<file path="config.mk">
export PLATFORM = sky130hd
export DESIGN_NAME = tinker_run_ctrl
export DESIGN_NICKNAME = d
export VERILOG_FILES = /design/src/rtl/tinker_run_pkg.sv /design/src/rtl/tinker_sat_counter.sv /design/src/rtl/tinker_run_ctrl.sv
export SDC_FILE = /design/constraint.sdc
export NUM_CORES = 1
export LEC_CHECK = 0
export CORE_MARGIN = 2
export CORE_UTILIZATION = 35
export CTS_BUF_LIST = sky130_fd_sc_hd__clkbuf_8
export DETAILED_ROUTE_END_ITERATION = 12
export PLACE_DENSITY_LB_ADDON = 0.1
export SYNTH_ARGS = -nofsm -noshare
export SYNTH_HDL_FRONTEND = slang
export SYNTH_SLANG_ARGS = --single-unit
</file>
<file path="constraint.sdc">
create_clock -name clk -period 3.3 [get_ports clk]
set_clock_uncertainty 0.1 [all_clocks]
set_input_delay 0.66 -clock clk [delete_from_list [all_inputs] [get_ports clk]]
set_output_delay 0.66 -clock clk [all_outputs]
set_load 0.005 [all_outputs]
</file>
<file path="src/rtl/tinker_run_pkg.sv">
// Shared types and default timing constants for the tinker_core run controller,
// also used by the core-level bench and the FPGA top.
package tinker_run_pkg;

    typedef enum logic [2:0] {
        IDLE,
        RESET_HOLD,
        RUN,
        HALTED,
        TIMEOUT
    } run_state_t;

    localparam int DEFAULT_RESET_CYCLES   = 2;
    localparam int DEFAULT_TIMEOUT_CYCLES = 100;
    localparam int DEFAULT_CNT_W          = 32;

    // Only a running or halted core is let out of reset; a halted core stays
    // out of reset so its state can be inspected.
    function automatic logic core_held_in_reset(input run_state_t s);
        return !((s == RUN) || (s == HALTED));
    endfunction

endpackage

</file>
<file path="src/rtl/tinker_sat_counter.sv">
// Up-counter with synchronous clear and enable that sticks at all-ones
// instead of wrapping.
module tinker_sat_counter #(
    parameter int W = 8
) (
    input  logic         clk,
    input  logic         srst,
    input  logic         clear,
    input  logic         en,
    output logic [W-1:0] count
);

    logic [W-1:0] count_reg;

    always_ff @(posedge clk) begin
        if (srst || clear) begin
            count_reg <= '0;
        end else if (en && !(&count_reg)) begin
            count_reg <= count_reg + W'(1);
        end
    end

    assign count = count_reg;

endmodule

</file>
<file path="src/rtl/tinker_run_ctrl.sv">
// Run controller for tinker_core: holds the core in reset, releases it, then
// watches hlt until halt, timeout or abort while counting run cycles.
module tinker_run_ctrl
    import tinker_run_pkg::*;
#(
    parameter int RESET_CYCLES   = DEFAULT_RESET_CYCLES,
    parameter int TIMEOUT_CYCLES = DEFAULT_TIMEOUT_CYCLES,
    parameter int CNT_W          = DEFAULT_CNT_W
) (
    input  logic             clk,
    input  logic             reset,
    input  logic             start,
    input  logic             abort,
    input  logic             core_hlt,
    output logic             core_reset,
    output logic             busy,
    output logic             done,
    output logic             timed_out,
    output logic [CNT_W-1:0] cycle_count
);

    localparam int HOLD_W = (RESET_CYCLES > 1) ? $clog2(RESET_CYCLES) : 1;
    localparam logic [HOLD_W-1:0] HOLD_LOAD = HOLD_W'(RESET_CYCLES - 1);
    // Count value on the cycle whose increment reaches the timeout limit.
    localparam logic [CNT_W-1:0] LAST_RUN_COUNT =
        (TIMEOUT_CYCLES == 0) ? '0 : CNT_W'(TIMEOUT_CYCLES - 1);

    run_state_t        state_reg, state_next;
    logic [HOLD_W-1:0] hold_reg, hold_next;
    logic              core_reset_reg, core_reset_next;
    logic              busy_reg, busy_next;
    logic              done_reg, done_next;
    logic              timed_out_reg, timed_out_next;
    logic              cnt_clear;
    logic              cnt_en;
    logic [CNT_W-1:0]  count;

    always_ff @(posedge clk) begin
        if (reset) begin
            state_reg      <= IDLE;
            hold_reg       <= '0;
            core_reset_reg <= 1'b1;
            busy_reg       <= 1'b0;
            done_reg       <= 1'b0;
            timed_out_reg  <= 1'b0;
        end else begin
            state_reg      <= state_next;
            hold_reg       <= hold_next;
            core_reset_reg <= core_reset_next;
            busy_reg       <= busy_next;
            done_reg       <= done_next;
            timed_out_reg  <= timed_out_next;
        end
    end

    always_comb begin
        state_next = state_reg;
        hold_next  = hold_reg;
        cnt_clear  = 1'b0;
        cnt_en     = 1'b0;
        case (state_reg)
            IDLE, HALTED, TIMEOUT: begin
                if (start) begin
                    state_next = RESET_HOLD;
                    hold_next  = HOLD_LOAD;
                    cnt_clear  = 1'b1;
                end
            end
            RESET_HOLD: begin
                // core_hlt is meaningless while the core is held in reset.
                if (abort) begin
                    state_next = IDLE;
                end else if (hold_reg == '0) begin
                    state_next = RUN;
                end else begin
                    hold_next = hold_reg - HOLD_W'(1);
                end
            end
            RUN: begin
                if (abort) begin
                    state_next = IDLE;
                end else if (core_hlt) begin
                    state_next = HALTED;
                end else begin
                    cnt_en = 1'b1;
                    if ((TIMEOUT_CYCLES != 0) && (count == LAST_RUN_COUNT)) begin
                        state_next = TIMEOUT;
                    end
                end
            end
            default: state_next = IDLE;
        endcase
    end

    // Outputs are decoded from the next state so they register on the same edge.
    always_comb begin
        core_reset_next = core_held_in_reset(state_next);
        busy_next       = (state_next == RESET_HOLD) || (state_next == RUN);
        done_next       = (state_next == HALTED);
        timed_out_next  = (state_next == TIMEOUT);
    end

    tinker_sat_counter #(
        .W(CNT_W)
    ) u_cycle_cnt (
        .clk   (clk),
        .srst  (reset),
        .clear (cnt_clear),
        .en    (cnt_en),
        .count (count)
    );

    assign core_reset  = core_reset_reg;
    assign busy        = busy_reg;
    assign done        = done_reg;
    assign timed_out   = timed_out_reg;
    assign cycle_count = count;

endmodule

</file>
Word-level counts from Yosys, hierarchy flattened --
Cells that the tools add are included.
Cells by class: add/subtract/negate cells 2, equal/unequal tests 11, multiplexer cells 16, reduce and logical (&&, ||, !) cells 11
Operators by type and width (number):
- $add 32x1->32 const B | 1
- $eq 32x7->1 const B | 1
- $reduce_and 32->1 | 1
- $mux 3 | 6
- $eq 3x2->1 const B | 4
- $pmux 3 s3 | 1
- $mux 1 | 8
- $eq 3x1->1 const B | 2
- $eq 3x3->1 const B | 2
- $ne 2x2->1 const B | 2
- $logic_not 3->1 | 1
- $logic_or 1x1->1 | 3
- $reduce_and 3->1 | 1
- $reduce_or 3->1 | 1
- $logic_not 1->1 | 2
- $pmux 1 s2 | 1
- $reduce_bool 2->1 | 1
- $logic_and 1x1->1 | 1
- $sub 1x1->1 const B | 1
Storage, ports and cells: register bits 40, bits of input ports 5, output and inout port bits 36

Logic depth before layout (Yosys ltp) --
Gate-level depths: netlist (run 1).
depth in word-level cells 8, depth in mapped cells 8, mapped depth without buffers 6

By module --
Synthesis (run 1) repeated with hierarchy kept, for this count alone.
Unflattened totals: cells, all modules 250, area total of the unflattened synthesis 2122.0 um^2
By module, submodules not included:
- tinker_sat_counter | instances 1, cells each 194, area each 1636.6 um^2, sequential area each 640.6 um^2
- tinker_run_ctrl | instances 1, cells each 56, area each 485.5 um^2, sequential area each 160.2 um^2

Worst setup path before layout (run 1) --
OpenSTA, ideal clock, no wires.
kind input port to flip-flop, start input core_hlt, end register u_cycle_cnt.count_reg[18], in the netlist u_cycle_cnt.count[18], data arrival time 2074 ps, setup slack 1056 ps, stages 5, path buffers 0, cells stage by stage or3_4 > or2_4 > a311o_1 > or3_1 > a21oi_1
Between the ends: word-level cells in the longest chain between the ends 4
RTL lines:
- start, declared | line tinker_run_ctrl.sv:14 | input logic core_hlt,
- $mux 1 | line tinker_run_ctrl.sv:82 | end else if (core_hlt) begin
- $mux 1 | line tinker_run_ctrl.sv:80 | if (abort) begin
- $mux 1 | line tinker_run_ctrl.sv:61 | case (state_reg)
- $logic_and 1x1->1 | line tinker_sat_counter.sv:18 | end else if (en && !(&count_reg)) begin
- end signal, assigned | line tinker_sat_counter.sv:19 | count_reg <= count_reg + W'(1);
- end, declared | line tinker_sat_counter.sv:13 | logic [W-1:0] count_reg;
No other way between the ends. A chain may end at the register's enable or synchronous reset.

Worst setup path after layout (run 1) --
start register u_cycle_cnt.count_reg[20], in the netlist u_cycle_cnt.count[20], end register u_cycle_cnt.count_reg[0], in the netlist u_cycle_cnt.count[0]
Between the ends: word-level cells in the longest chain between the ends 3
RTL lines (line):
- $reduce_and 32->1 | tinker_sat_counter.sv:18
- $logic_not 1->1 | tinker_sat_counter.sv:18
- $logic_and 1x1->1 | tinker_sat_counter.sv:18
No other way between the ends.

==> results of run 1 <==
[worst reg2reg max path: cells and delay by family, from the launching register on]
family	cells	cell delay [ns]
AO/OA/AOI/OAI	1	0.97
AND/OR/NAND/NOR	3	0.53
flip-flops	1	0.47
buffers and inverters	1	0.31
XOR/XNOR	1	0.15
[cell usage after synthesis (all sizes together)]
library cell | n | area share, %
a311oi | 1 | 0.41
nand4 | 15 | 5.7
dfxtp | 40 | 37
nor2 | 14 | 2.4
o311ai | 1 | 0.41
and2 | 1 | 0.29
clkbuf | 4 | 0.75
or3 | 18 | 5.4
a21o | 1 | 0.35
nor3b | 1 | 0.35
o41ai | 1 | 0.41
ha | 1 | 0.58
mux2i | 2 | 0.93
xor2 | 3 | 1.2
o311a | 1 | 0.46
nor4bb | 1 | 0.46
inv | 4 | 0.70
and3b | 1 | 0.41
nand2b | 3 | 1.2
o31a | 1 | 0.41
o21ba | 2 | 0.93
o21a | 1 | 0.35
o21ai | 18 | 4.2
or2 | 5 | 1.6
o31ai | 7 | 2.7
nand2 | 16 | 2.8
o211ai | 3 | 1.0
and4 | 3 | 1.5
a31oi | 1 | 0.29
nand3 | 16 | 3.7
and4bb | 1 | 0.58
buf | 8 | 3.2
nor4 | 10 | 3.6
a21oi | 27 | 6.3
and3 | 7 | 2.3
or4 | 8 | 2.8
a311o | 1 | 0.46
nor3 | 4 | 0.93
nor4b | 2 | 0.81
[routing by layer]
layer / routed length [um] / vias to the layer above / track usage (%)
met3: 321 / 7 / 4.13
li1: - / 1061 / -
met5: 0 / - / 0
met2: 2510 / 57 / 26.2
met1: 2800 / 969 / 25.5
met4: 77 / 0 / 7.87
[layout make-up]
| cell class | instances | area (um^2) | share of cell area, % |
|---|---|---|---|
| inverter | 4 | 15.0 | 0.551 |
| clock buffer | 7 | 96.3 | 3.54 |
| sequential | 40 | 801 | 29.4 |
| multi-input combinational | 198 | 1260 | 46.4 |
| tap | 75 | 93.8 | 3.45 |
| timing repair buffer | 47 | 453 | 16.6 |
[power by group through the flow]
stage,combinational (mW),sequential (mW),clock [mW]
after floorplan,0.0331,0.502,0
after global placement,0.0525,0.503,0
after detailed placement,0.0524,0.503,0
after CTS,0.0528,0.492,0.372
after global routing,0.0580,0.493,0.388
final,0.0525,0.492,0.360
[metrics by stage]
step	cell area [um^2]	cells	util [%]	setup slack, ns
6_report	2720	371	45.7	0.646
5_1_grt	2720	371	45.7	0.422
4_1_cts	2720	371	45.7	0.639
3_5_place_dp	2630	364	44.1	0.373
3_3_place_gp	2630	364	44.1	0.378
2_1_floorplan	2160	254	-	1.06
[logic make-up after synthesis]
group,share of synthesized area (%)
AOI/OAI and AO/OA,18.6
xor gates and xnor gates,1.22
adders and majority gates,0.580
buffers and inverters,4.69
DFF,37.1
muxes,0.928
and+or+nand+nor,36.9
[path summary, 6_finish.rpt]
| check | endpoint | slack (ns) | cells past startpoint |
|---|---|---|---|
| setup / recovery | u_cycle_cnt.count[0] | 0.65 | 6 |
| hold / removal | u_cycle_cnt.count[6] | 0.44 | 2 |
| setup reg to reg | u_cycle_cnt.count[0] | 0.65 | 6 |
| hold reg to reg | u_cycle_cnt.count[6] | 0.44 | 2 |
==> metrics.json, run 1 <==
{
  "outcome": {"value": "finished clean"},
  "floorplan.die.height": {"value": 82.5, "unit": "um"},
  "timing.critical_path.fanout_max": {"value": 34},
  "clkPwrFrac": {"value": 39.8, "unit": "%"},
  "yosysUniqueCellTypes": {"value": 54},
  "worstSetupEndpointType": {"value": "register"},
  "cts-resized-gates": {"value": 0},
  "slew_viols_final": {"value": 0},
  "critical_path.slowest_cell": {"value": "sky130_fd_sc_hd__o31ai_4"},
  "cts_root_buf": {"value": "sky130_fd_sc_hd__clkbuf_8"},
  "cpPeakStageDelay": {"value": 0.97, "unit": "ns"},
  "routed_antenna_nets": {"value": 0},
  "hpwl_after_dpl": {"value": 4170, "unit": "um"},
  "seq_area_frac_synth": {"value": 37.1, "unit": "%"},
  "max-clock-path-buffers": {"value": 2},
  "mostFrequentLayoutCells": {"value": "sky130_fd_sc_hd__dfxtp_1, sky130_fd_sc_hd__clkdlybuf4s50_1, sky130_fd_sc_hd__a21oi_1"},
  "finalWeightedCongestion": {"value": 0.846},
  "worst_setup_path_start_kind": {"value": "register"},
  "tritoncts.num_buffers": {"value": 5},
  "total_number_of_clock_tree_sinks": {"value": 40},
  "worst_path_dominant_cell_family": {"value": "compound AO/OA/AOI/OAI gates"},
  "postSynthAreaPerCell": {"value": 8.50, "unit": "um^2"},
  "area.growth.synth_to_final": {"value": 26.2, "unit": "%"},
  "initial_antenna_violation_count": {"value": 0},
  "drt-wirelength-per-cell": {"value": 15.4, "unit": "um"},
  "placement_rows": {"value": 28},
  "worst-endpoint-required": {"value": 3.37, "unit": "ns"},
  "fin_setup_tns": {"value": 0, "unit": "ns"},
  "criticalPathCategory": {"value": "register to register"},
  "vias_per_cell": {"value": 5.64},
  "yosysWarnings": {"value": 0},
  "min_period": {"value": 2.65, "unit": "ns"},
  "insertedDiodeCount": {"value": 0},
  "grt_setup_unrepaired": {"value": "no"},
  "place.port_buffers": {"value": 40},
  "largest_register_ff_count": {"value": 32},
  "first_iter_violations": {"value": 108},
  "core_area": {"value": 5960, "unit": "um^2"},
  "cts-htree-levels": {"value": 2},
  "overall_power_of_the_completed_layout": {"value": 904, "unit": "uW"},
  "grt_max_degree": {"value": 35},
  "ys_ff_latch": {"value": 40},
  "leakage": {"value": 0.861, "unit": "nW"},
  "layout-drive-gt1-share": {"value": 11.5, "unit": "%"},
  "clock_tree_from_tritoncts": {"value": "built"},
  "worst_slew_margin_rel": {"value": 26.9, "unit": "%"},
  "syn_inst": {"value": 254},
  "num-fill-cells": {"value": 604},
  "worst_hold_launch": {"value": "u_cycle_cnt.count[6]"},
  "final_nets": {"value": 302},
  "p_switching": {"value": 207, "unit": "uW"},
  "fp.dieArea": {"value": 6810, "unit": "um^2"},
  "timing.max_cap.violations": {"value": 0},
  "grt_util_all_layers": {"value": 18.1, "unit": "%"},
  "max_clock_freq": {"value": 377, "unit": "MHz"},
  "ctsHoldBuffers": {"value": 0},
  "detail_route.wirelength": {"value": 5710, "unit": "um"},
  "starting_density_of_the_core": {"value": 36.2, "unit": "%"},
  "clk-insertion-delay-late": {"value": 0.29, "unit": "ns"},
  "fin_hold_ws": {"value": 0.437, "unit": "ns"},
  "die_x": {"value": 82.5, "unit": "um"},
  "cp-startpoint": {"value": "u_cycle_cnt.count[20]"},
  "fin_crit_sh": {"value": 80.4, "unit": "%"},
  "tightest_slew": {"value": 1.10, "unit": "ns"},
  "first_pass_detailed_route_iteration_total": {"value": 4},
  "total_vias_in_the_final_route": {"value": 2094},
  "globalRouteOverflowTotal": {"value": 0},
  "power_switching_share": {"value": 22.9, "unit": "%"},
  "setup_viol": {"value": 0},
  "ir_worst_vdd": {"value": 0.000218, "unit": "V"},
  "share_seq_of_total_power": {"value": 54.4, "unit": "%"},
  "first_pass_grt_wire_length": {"value": 9350, "unit": "um"},
  "hold_viol_final": {"value": 0},
  "internal_power": {"value": 697, "unit": "uW"},
  "detail_route.drc_violations": {"value": 0},
  "power_frac_comb": {"value": 5.8, "unit": "%"},
  "worst-path-buf-inv": {"value": 1},
  "regToRegStartpoint": {"value": "u_cycle_cnt.count[20]"},
  "hold_path.class": {"value": "register to register"},
  "timing.critical_path.cells": {"value": "and3_1, nand4_4, o31ai_4, buf_4, xor2_1, nor2_1"},
  "arrival": {"value": 2.73, "unit": "ns"},
  "cellPowerDensity": {"value": 332, "unit": "nW/um^2"},
  "postCtsSetupBuffers": {"value": 0},
  "cts.clk_slew.worst_paths": {"value": 0.08, "unit": "ns"},
  "postSynthNetCount": {"value": 260},
  "syn-cell-area": {"value": 2160, "unit": "um^2"},
  "vias_in_the_first_global_route": {"value": 1847},
  "num_io_pins": {"value": 41}
}
Power figures use the tool's default switching activity.
==> inputs of run 2 (changes only) <==
Clock period 3.3 ns to 2.7 ns, I/O delays scaled along.
==> run 2 against run 1 <==
  * Non-clock buffer count rose by 9
  * Sequential share of layout area fell by 1.0 points
  * Die area did not move
  * Fmax rose by 6.6%
  * Clock power rose by 53%
  * Critical path depth rose by 1
  * Register-to-register slack got worse by 0.44 ns
  * Sequential power rose by 22%
  * First-iteration DRC count rose by 15%
  * Count of clock-buffer cells in the layout did not move
  * Cell area rose by 3.6%
  * Largest cell class unchanged
  * Largest power group unchanged
  * Highest routed layer unchanged
==> metrics.json, run 2 (synthesized netlist as in run 1, its figures left out) <==
{
  "worstSetupEndpointType": {"value": "register"},
  "hold_path.class": {"value": "register to register"},
  "worst-endpoint-required": {"value": 2.80, "unit": "ns", "change": "-0.57 ns"},
  "worst_slew_margin_rel": {"value": 53.9, "unit": "%", "change": "+27 points"},
  "wl_met2": {"value": 2540, "unit": "um", "change": "+0.96%"},
  "outcome": {"value": "finished clean"},
  "min_period": {"value": 2.49, "unit": "ns", "change": "-0.164 ns"},
  "cts.clk_slew.worst_paths": {"value": 0.08, "unit": "ns", "change": "about the same"},
  "tightest_slew": {"value": 0.691, "unit": "ns", "change": "-0.405 ns"},
  "drt-wirelength-per-cell": {"value": 15.4, "unit": "um", "change": "+0.34%"},
  "total_vias_in_the_final_route": {"value": 2146, "change": "+2.5%"},
  "routed.top_layer": {"value": "met4"},
  "cts_root_buf": {"value": "sky130_fd_sc_hd__clkbuf_8"},
  "ctsHoldBuffers": {"value": 0, "change": "unchanged"},
  "wirelength_met1": {"value": 3000, "unit": "um", "change": "+7.3%"},
  "clock_tree_from_tritoncts": {"value": "built"},
  "layout-drive-gt1-share": {"value": 14.4, "unit": "%", "change": "+2.9 points"},
  "floorplan.die.height": {"value": 82.5, "unit": "um", "change": "unchanged"},
  "grt_max_degree": {"value": 19, "change": "-46%"},
  "worst_hold_launch": {"value": "hold_reg"},
  "routed_antenna_nets": {"value": 0, "change": "unchanged"},
  "grt_util_all_layers": {"value": 18.3, "unit": "%", "change": "+0.24 points"},
  "whs_endpoint": {"value": "hold_reg"},
  "regToRegStartpoint": {"value": "u_cycle_cnt.count[1]"},
  "worst_hold_path_stage_count": {"value": 2, "change": "unchanged"},
  "tritoncts.num_buffers": {"value": 5, "change": "unchanged"},
  "first_pass_detailed_route_iteration_total": {"value": 5, "change": "+1"},
  "die_x": {"value": 82.5, "unit": "um", "change": "unchanged"},
  "final_nets": {"value": 311, "change": "+3.0%"},
  "fp.dieArea": {"value": 6810, "unit": "um^2", "change": "unchanged"},
  "largest_register_ff_count": {"value": 32, "change": "unchanged"},
  "vias_in_the_first_global_route": {"value": 1956, "change": "+5.9%"},
  "fin_setup_tns": {"value": 0, "unit": "ns", "change": "unchanged"},
  "vias_per_cell": {"value": 5.63, "change": "-0.21%"},
  "criticalPathCategory": {"value": "register to register"},
  "num_io_pins": {"value": 41, "change": "unchanged"},
  "first_pass_grt_wire_length": {"value": 9690, "unit": "um", "change": "+3.7%"},
  "ir_worst_vdd": {"value": 0.000247, "unit": "V", "change": "+13%"},
  "hpwl_after_dpl": {"value": 4290, "unit": "um", "change": "+3.0%"},
  "hold_viol_final": {"value": 0, "change": "unchanged"},
  "clk-insertion-delay-late": {"value": 0.30, "unit": "ns", "change": "about the same"},
  "r2r.worst_path.cells": {"value": 7, "change": "+1"},
  "cellPowerDensity": {"value": 432, "unit": "nW/um^2", "change": "+30%"},
  "fin_crit_sh": {"value": 92.2, "unit": "%", "change": "+12 points"},
  "initial_antenna_violation_count": {"value": 0, "change": "unchanged"},
  "max_clock_freq": {"value": 402, "unit": "MHz", "change": "+6.6%"},
  "utilization": {"value": 47.4, "unit": "%", "change": "+1.6 points"},
  "starting_density_of_the_core": {"value": 36.2, "unit": "%", "change": "unchanged"},
  "core_area": {"value": 5960, "unit": "um^2", "change": "unchanged"},
  "grt_setup_unrepaired": {"value": "no"},
  "r2r-end": {"value": "u_cycle_cnt.count[1]"},
  "slew_viols_final": {"value": 0, "change": "unchanged"},
  "worst_setup_path_start_kind": {"value": "register"},
  "placement_rows": {"value": 28, "change": "unchanged"},
  "insertedDiodeCount": {"value": 0, "change": "unchanged"},
  "globalRouteOverflowTotal": {"value": 0, "change": "unchanged"},
  "num-fill-cells": {"value": 603, "change": "-0.17%"},
  "timing.critical_path.fanout_max": {"value": 18, "change": "-47%"},
  "mostFrequentLayoutCells": {"value": "sky130_fd_sc_hd__dfxtp_1, sky130_fd_sc_hd__clkdlybuf4s50_1, sky130_fd_sc_hd__a21oi_1"},
  "regToRegSetupSlack": {"value": 0.21, "unit": "ns", "change": "-0.44 ns"},
  "place.port_buffers": {"value": 40, "change": "unchanged"},
  "route.met3.wl": {"value": 296, "unit": "um", "change": "-7.8%"},
  "setup_viol": {"value": 0, "change": "unchanged"},
  "timing.max_cap.violations": {"value": 0, "change": "unchanged"},
  "cts-resized-gates": {"value": 0, "change": "unchanged"},
  "detail_route.wirelength": {"value": 5880, "unit": "um", "change": "+3.0%"},
  "arrival": {"value": 2.59, "unit": "ns", "change": "-0.14 ns"},
  "leakage": {"value": 0.917, "unit": "nW", "change": "+6.5%"},
  "finalWeightedCongestion": {"value": 0.834, "change": "-1.4%"},
  "max-clock-path-buffers": {"value": 2, "change": "unchanged"},
  "area.growth.synth_to_final": {"value": 30.7, "unit": "%"},
  "total_number_of_clock_tree_sinks": {"value": 40, "change": "unchanged"},
  "first_iter_violations": {"value": 124, "change": "+15%"},
  "postCtsSetupBuffers": {"value": 0, "change": "unchanged"},
  "cts-htree-levels": {"value": 2, "change": "unchanged"},
  "detail_route.drc_violations": {"value": 0, "change": "unchanged"}
}
## run 2: cell types whose count changed in the layout (fill, tap and decap cells not counted)
cell	previous run	this run
sky130_fd_sc_hd__buf_4	7	16
sky130_fd_sc_hd__bufinv_16	0	1
## run 2: per-stage QoR
step	cell area, um^2	hold slack [ns]	setup WS (ns)	instances	power [mW]
floorplan	2160	0.380	0.576	254	0.653
global placement	2700	0.418	0.0536	373	0.683
detailed placement	2700	0.430	0.0153	373	0.683
CTS	2820	0.442	0.199	381	1.23
global route	2820	0.480	0.0171	381	1.26
finish	2820	0.443	0.210	381	1.22
## run 2: where the power goes
group	internal, mW	leakage (nW)	switching (mW)
clock	0.326	0.0645	0.224
sequential	0.595	0.323	0.00583
combinational	0.0325	0.529	0.0357
total	0.954	0.917	0.266
## run 2: final cells by class
cell class | instances | area (um^2) | area share, %
tap | 75 | 93.8 | 3.33
timing repair buffer | 56 | 520 | 18.4
multi-input combinational | 198 | 1260 | 44.8
clock buffer | 7 | 96.3 | 3.41
inverter | 4 | 15.0 | 0.532
sequential | 40 | 801 | 28.4
clock inverter | 1 | 30.0 | 1.06
## run 2: layer usage
layer  up-vias  GRT usage [%]
li1       1089              -
met1       999           26.6
met2        53           27.7
met3         5           3.80
met4         0           4.43
met5         -              0
## run 2: critical path: stages (launching register included)
cell,delay [ns]
sky130_fd_sc_hd__dfxtp_1,0.43
sky130_fd_sc_hd__ha_1,0.26
sky130_fd_sc_hd__and3_2,0.22
sky130_fd_sc_hd__nand4_1,0.20
sky130_fd_sc_hd__o31ai_4,0.63
sky130_fd_sc_hd__buf_4,0.30
sky130_fd_sc_hd__mux2i_1,0.20
sky130_fd_sc_hd__nor2_1,0.05
## run 2: worst max-delay path by stage
stage,from,endpoint,slack (ns),depth (start not counted)
4_1_cts,u_cycle_cnt.count[1],u_cycle_cnt.count[1],0.20,7
5_1_grt,u_cycle_cnt.count[1],u_cycle_cnt.count[1],0.02,7
6_report,u_cycle_cnt.count[1],u_cycle_cnt.count[1],0.21,7
3_5_place_dp,core_hlt,u_cycle_cnt.count[5],0.02,7
2_1_floorplan,core_hlt,u_cycle_cnt.count[18],0.58,5
3_3_place_gp,core_hlt,u_cycle_cnt.count[15],0.05,6
==> inputs of run 3 (changes only) <==
Settings changed: MAX_ROUTING_LAYER set to met4.
==> run 3 against run 2 <==
  * Worst setup slack better by 0.0032 ns
  * Wire length shrank 0.14%
  * Fmax grew 0.13%
  * Final cell count did not move
  * Global-route usage grew 0.51 points
  * Cell area unchanged
  * Non-clock buffer count unchanged
  * Largest power group unchanged
  * Combinational power about the same
  * Clock power about the same
  * Highest routed layer unchanged
  * Utilization did not move
  * Die area is the same
==> metrics.json, run 3 (synthesized netlist as in run 1, its figures left out) <==
{
  "multi_input_combinational_cell_area": {"value": 1260, "unit": "um^2", "change": "unchanged"},
  "slew_viols_final": {"value": 0, "change": "unchanged"},
  "hold_viol_final": {"value": 0, "change": "unchanged"},
  "cellPowerDensity": {"value": 433, "unit": "nW/um^2", "change": "+0.12%"},
  "r2r-end": {"value": "u_cycle_cnt.count[1]"},
  "place.detailed.instances": {"value": 373, "change": "unchanged"},
  "hold_path.class": {"value": "register to register"},
  "total_number_of_clock_tree_sinks": {"value": 40, "change": "unchanged"},
  "whs_endpoint": {"value": "hold_reg"},
  "layout-drive-gt1-share": {"value": 14.4, "unit": "%", "change": "unchanged"},
  "worst_setup_path_start_kind": {"value": "register"},
  "ir_worst_vdd": {"value": 0.000250, "unit": "V", "change": "+1.1%"},
  "finalWeightedCongestion": {"value": 0.847, "change": "+1.5%"},
  "worstSetupEndpointType": {"value": "register"},
  "tightest_slew": {"value": 0.701, "unit": "ns", "change": "+0.00985 ns"},
  "timing.critical_path.fanout_max": {"value": 18, "change": "unchanged"},
  "leakage": {"value": 0.917, "unit": "nW", "change": "unchanged"},
  "num_io_pins": {"value": 41, "change": "unchanged"},
  "first_pass_grt_wire_length": {"value": 9680, "unit": "um", "change": "-0.14%"},
  "clock_tree_from_tritoncts": {"value": "built"},
  "drt-wirelength-per-cell": {"value": 15.4, "unit": "um", "change": "-0.14%"},
  "largest_register_ff_count": {"value": 32, "change": "unchanged"},
  "worst_slew_margin_rel": {"value": 53.3, "unit": "%", "change": "-0.66 points"},
  "fp.dieArea": {"value": 6810, "unit": "um^2", "change": "unchanged"},
  "grt_util_all_layers": {"value": 18.8, "unit": "%", "change": "+0.51 points"},
  "grt_setup_unrepaired": {"value": "no"},
  "vias_in_the_first_global_route": {"value": 1960, "change": "+0.20%"},
  "worst_hold_path_stage_count": {"value": 2, "change": "unchanged"},
  "clk-insertion-delay-late": {"value": 0.30, "unit": "ns", "change": "about the same"},
  "initial_antenna_violation_count": {"value": 0, "change": "unchanged"},
  "arrival": {"value": 2.59, "unit": "ns", "change": "about the same"},
  "place.port_buffers": {"value": 40, "change": "unchanged"},
  "floorplan.die.height": {"value": 82.5, "unit": "um", "change": "unchanged"},
  "cts-htree-levels": {"value": 2, "change": "unchanged"},
  "insertedDiodeCount": {"value": 0, "change": "unchanged"},
  "cts_root_buf": {"value": "sky130_fd_sc_hd__clkbuf_8"},
  "core_area": {"value": 5960, "unit": "um^2", "change": "unchanged"},
  "final_nets": {"value": 311, "change": "unchanged"},
  "first_iter_violations": {"value": 119, "change": "-4.0%"},
  "criticalPathCategory": {"value": "register to register"},
  "fin_setup_tns": {"value": 0, "unit": "ns", "change": "unchanged"},
  "cts.clk_slew.worst_paths": {"value": 0.08, "unit": "ns", "change": "about the same"},
  "first_pass_detailed_route_iteration_total": {"value": 4, "change": "-1"},
  "regToRegStartpoint": {"value": "u_cycle_cnt.count[1]"},
  "fin_crit_sh": {"value": 92.1, "unit": "%", "change": "-0.12 points"},
  "placement_rows": {"value": 28, "change": "unchanged"},
  "ctsHoldBuffers": {"value": 0, "change": "unchanged"},
  "cts-resized-gates": {"value": 0, "change": "unchanged"},
  "total_vias_in_the_final_route": {"value": 2158, "change": "+0.56%"},
  "outcome": {"value": "finished clean"},
  "dp_slack": {"value": 0.0153, "unit": "ns", "change": "unchanged"},
  "area.growth.synth_to_final": {"value": 30.7, "unit": "%", "change": "unchanged"},
  "seq_area": {"value": 801, "unit": "um^2", "change": "unchanged"},
  "vias_per_cell": {"value": 5.66, "change": "+0.56%"},
  "starting_density_of_the_core": {"value": 36.2, "unit": "%", "change": "unchanged"},
  "regToRegSetupSlack": {"value": 0.21, "unit": "ns", "change": "about the same"},
  "max_clock_freq": {"value": 402, "unit": "MHz", "change": "+0.13%"},
  "timing.final.ws_setup": {"value": 0.213, "unit": "ns", "change": "+0.00322 ns"},
  "die_x": {"value": 82.5, "unit": "um", "change": "unchanged"},
  "detail_route.wirelength": {"value": 5880, "unit": "um", "change": "-0.14%"},
  "num-fill-cells": {"value": 603, "change": "unchanged"},
  "grt_max_degree": {"value": 19, "change": "unchanged"},
  "overall_power_of_the_completed_layout": {"value": 1.22, "unit": "mW", "change": "+0.12%"},
  "r2r.worst_path.cells": {"value": 7, "change": "unchanged"},
  "min_period": {"value": 2.49, "unit": "ns", "change": "-0.00322 ns"},
  "hpwl_after_dpl": {"value": 4290, "unit": "um", "change": "unchanged"},
  "detail_route.drc_violations": {"value": 0, "change": "unchanged"},
  "max-clock-path-buffers": {"value": 2, "change": "unchanged"},
  "timing.max_cap.violations": {"value": 0, "change": "unchanged"},
  "setup_viol": {"value": 0, "change": "unchanged"},
  "tritoncts.num_buffers": {"value": 5, "change": "unchanged"},
  "post_layout_nonfiller_instances": {"value": 381, "change": "unchanged"},
  "worst_hold_launch": {"value": "hold_reg"},
  "mostFrequentLayoutCells": {"value": "sky130_fd_sc_hd__dfxtp_1, sky130_fd_sc_hd__clkdlybuf4s50_1, sky130_fd_sc_hd__a21oi_1"},
  "routed_antenna_nets": {"value": 0, "change": "unchanged"},
  "globalRouteOverflowTotal": {"value": 0, "change": "unchanged"},
  "worst-endpoint-required": {"value": 2.80, "unit": "ns", "change": "about the same"},
  "postCtsSetupBuffers": {"value": 0, "change": "unchanged"}
}
-- run 3: where the power goes --
group / switching, mW / leakage (nW) / internal, mW
clock: 0.225 / 0.0645 / 0.327
combinational: 0.0356 / 0.529 / 0.0325
sequential: 0.00583 / 0.323 / 0.595
-- run 3: worst max path at each step --
stage | start | endpoint | slack [ns] | cells after the start
final | u_cycle_cnt.count[1] | u_cycle_cnt.count[1] | 0.21 | 7
after detailed placement | core_hlt | u_cycle_cnt.count[5] | 0.02 | 7
after CTS | u_cycle_cnt.count[1] | u_cycle_cnt.count[1] | 0.20 | 7
after global routing | u_cycle_cnt.count[1] | u_cycle_cnt.count[1] | 0.02 | 7
after global placement | core_hlt | u_cycle_cnt.count[15] | 0.05 | 6
after floorplan | core_hlt | u_cycle_cnt.count[18] | 0.58 | 5
-- run 3: layer usage --
| layer | vias up | wire (um) | GRT usage (%) |
|---|---|---|---|
| li1 | 1089 | - | - |
| met1 | 999 | 2940 | 26.7 |
| met2 | 66 | 2570 | 27.7 |
| met3 | 4 | 316 | 3.59 |
| met4 | 0 | 44 | 4.43 |
| met5 | - | 0 | - |
-- run 3: critical path: stages, from the launching register on --
cell and delay (ns):
sky130_fd_sc_hd__dfxtp_1 0.43, sky130_fd_sc_hd__ha_1 0.26, sky130_fd_sc_hd__and3_2 0.22, sky130_fd_sc_hd__nand4_1 0.19, sky130_fd_sc_hd__o31ai_4 0.63, sky130_fd_sc_hd__buf_4 0.31
sky130_fd_sc_hd__mux2i_1 0.20, sky130_fd_sc_hd__nor2_1 0.05
-- run 3: area by class of cell --
class / instances / share of cell area (%)
Clock buffer: 7 / 3.41
Sequential cell: 40 / 28.4
Timing Repair Buffer: 56 / 18.4
Tap cell: 75 / 3.33
Inverter: 4 / 0.532
Clock inverter: 1 / 1.06
Multi-Input combinational cell: 198 / 44.8
-- run 3: metrics by stage --
stage	instance area (um^2)	util [%]	hold WS [ns]
global route	2820	47.4	0.480
detailed placement	2700	45.3	0.430
global placement	2700	45.3	0.418
floorplan	2160	-	0.380
finish	2820	47.4	0.442
CTS	2820	47.4	0.442
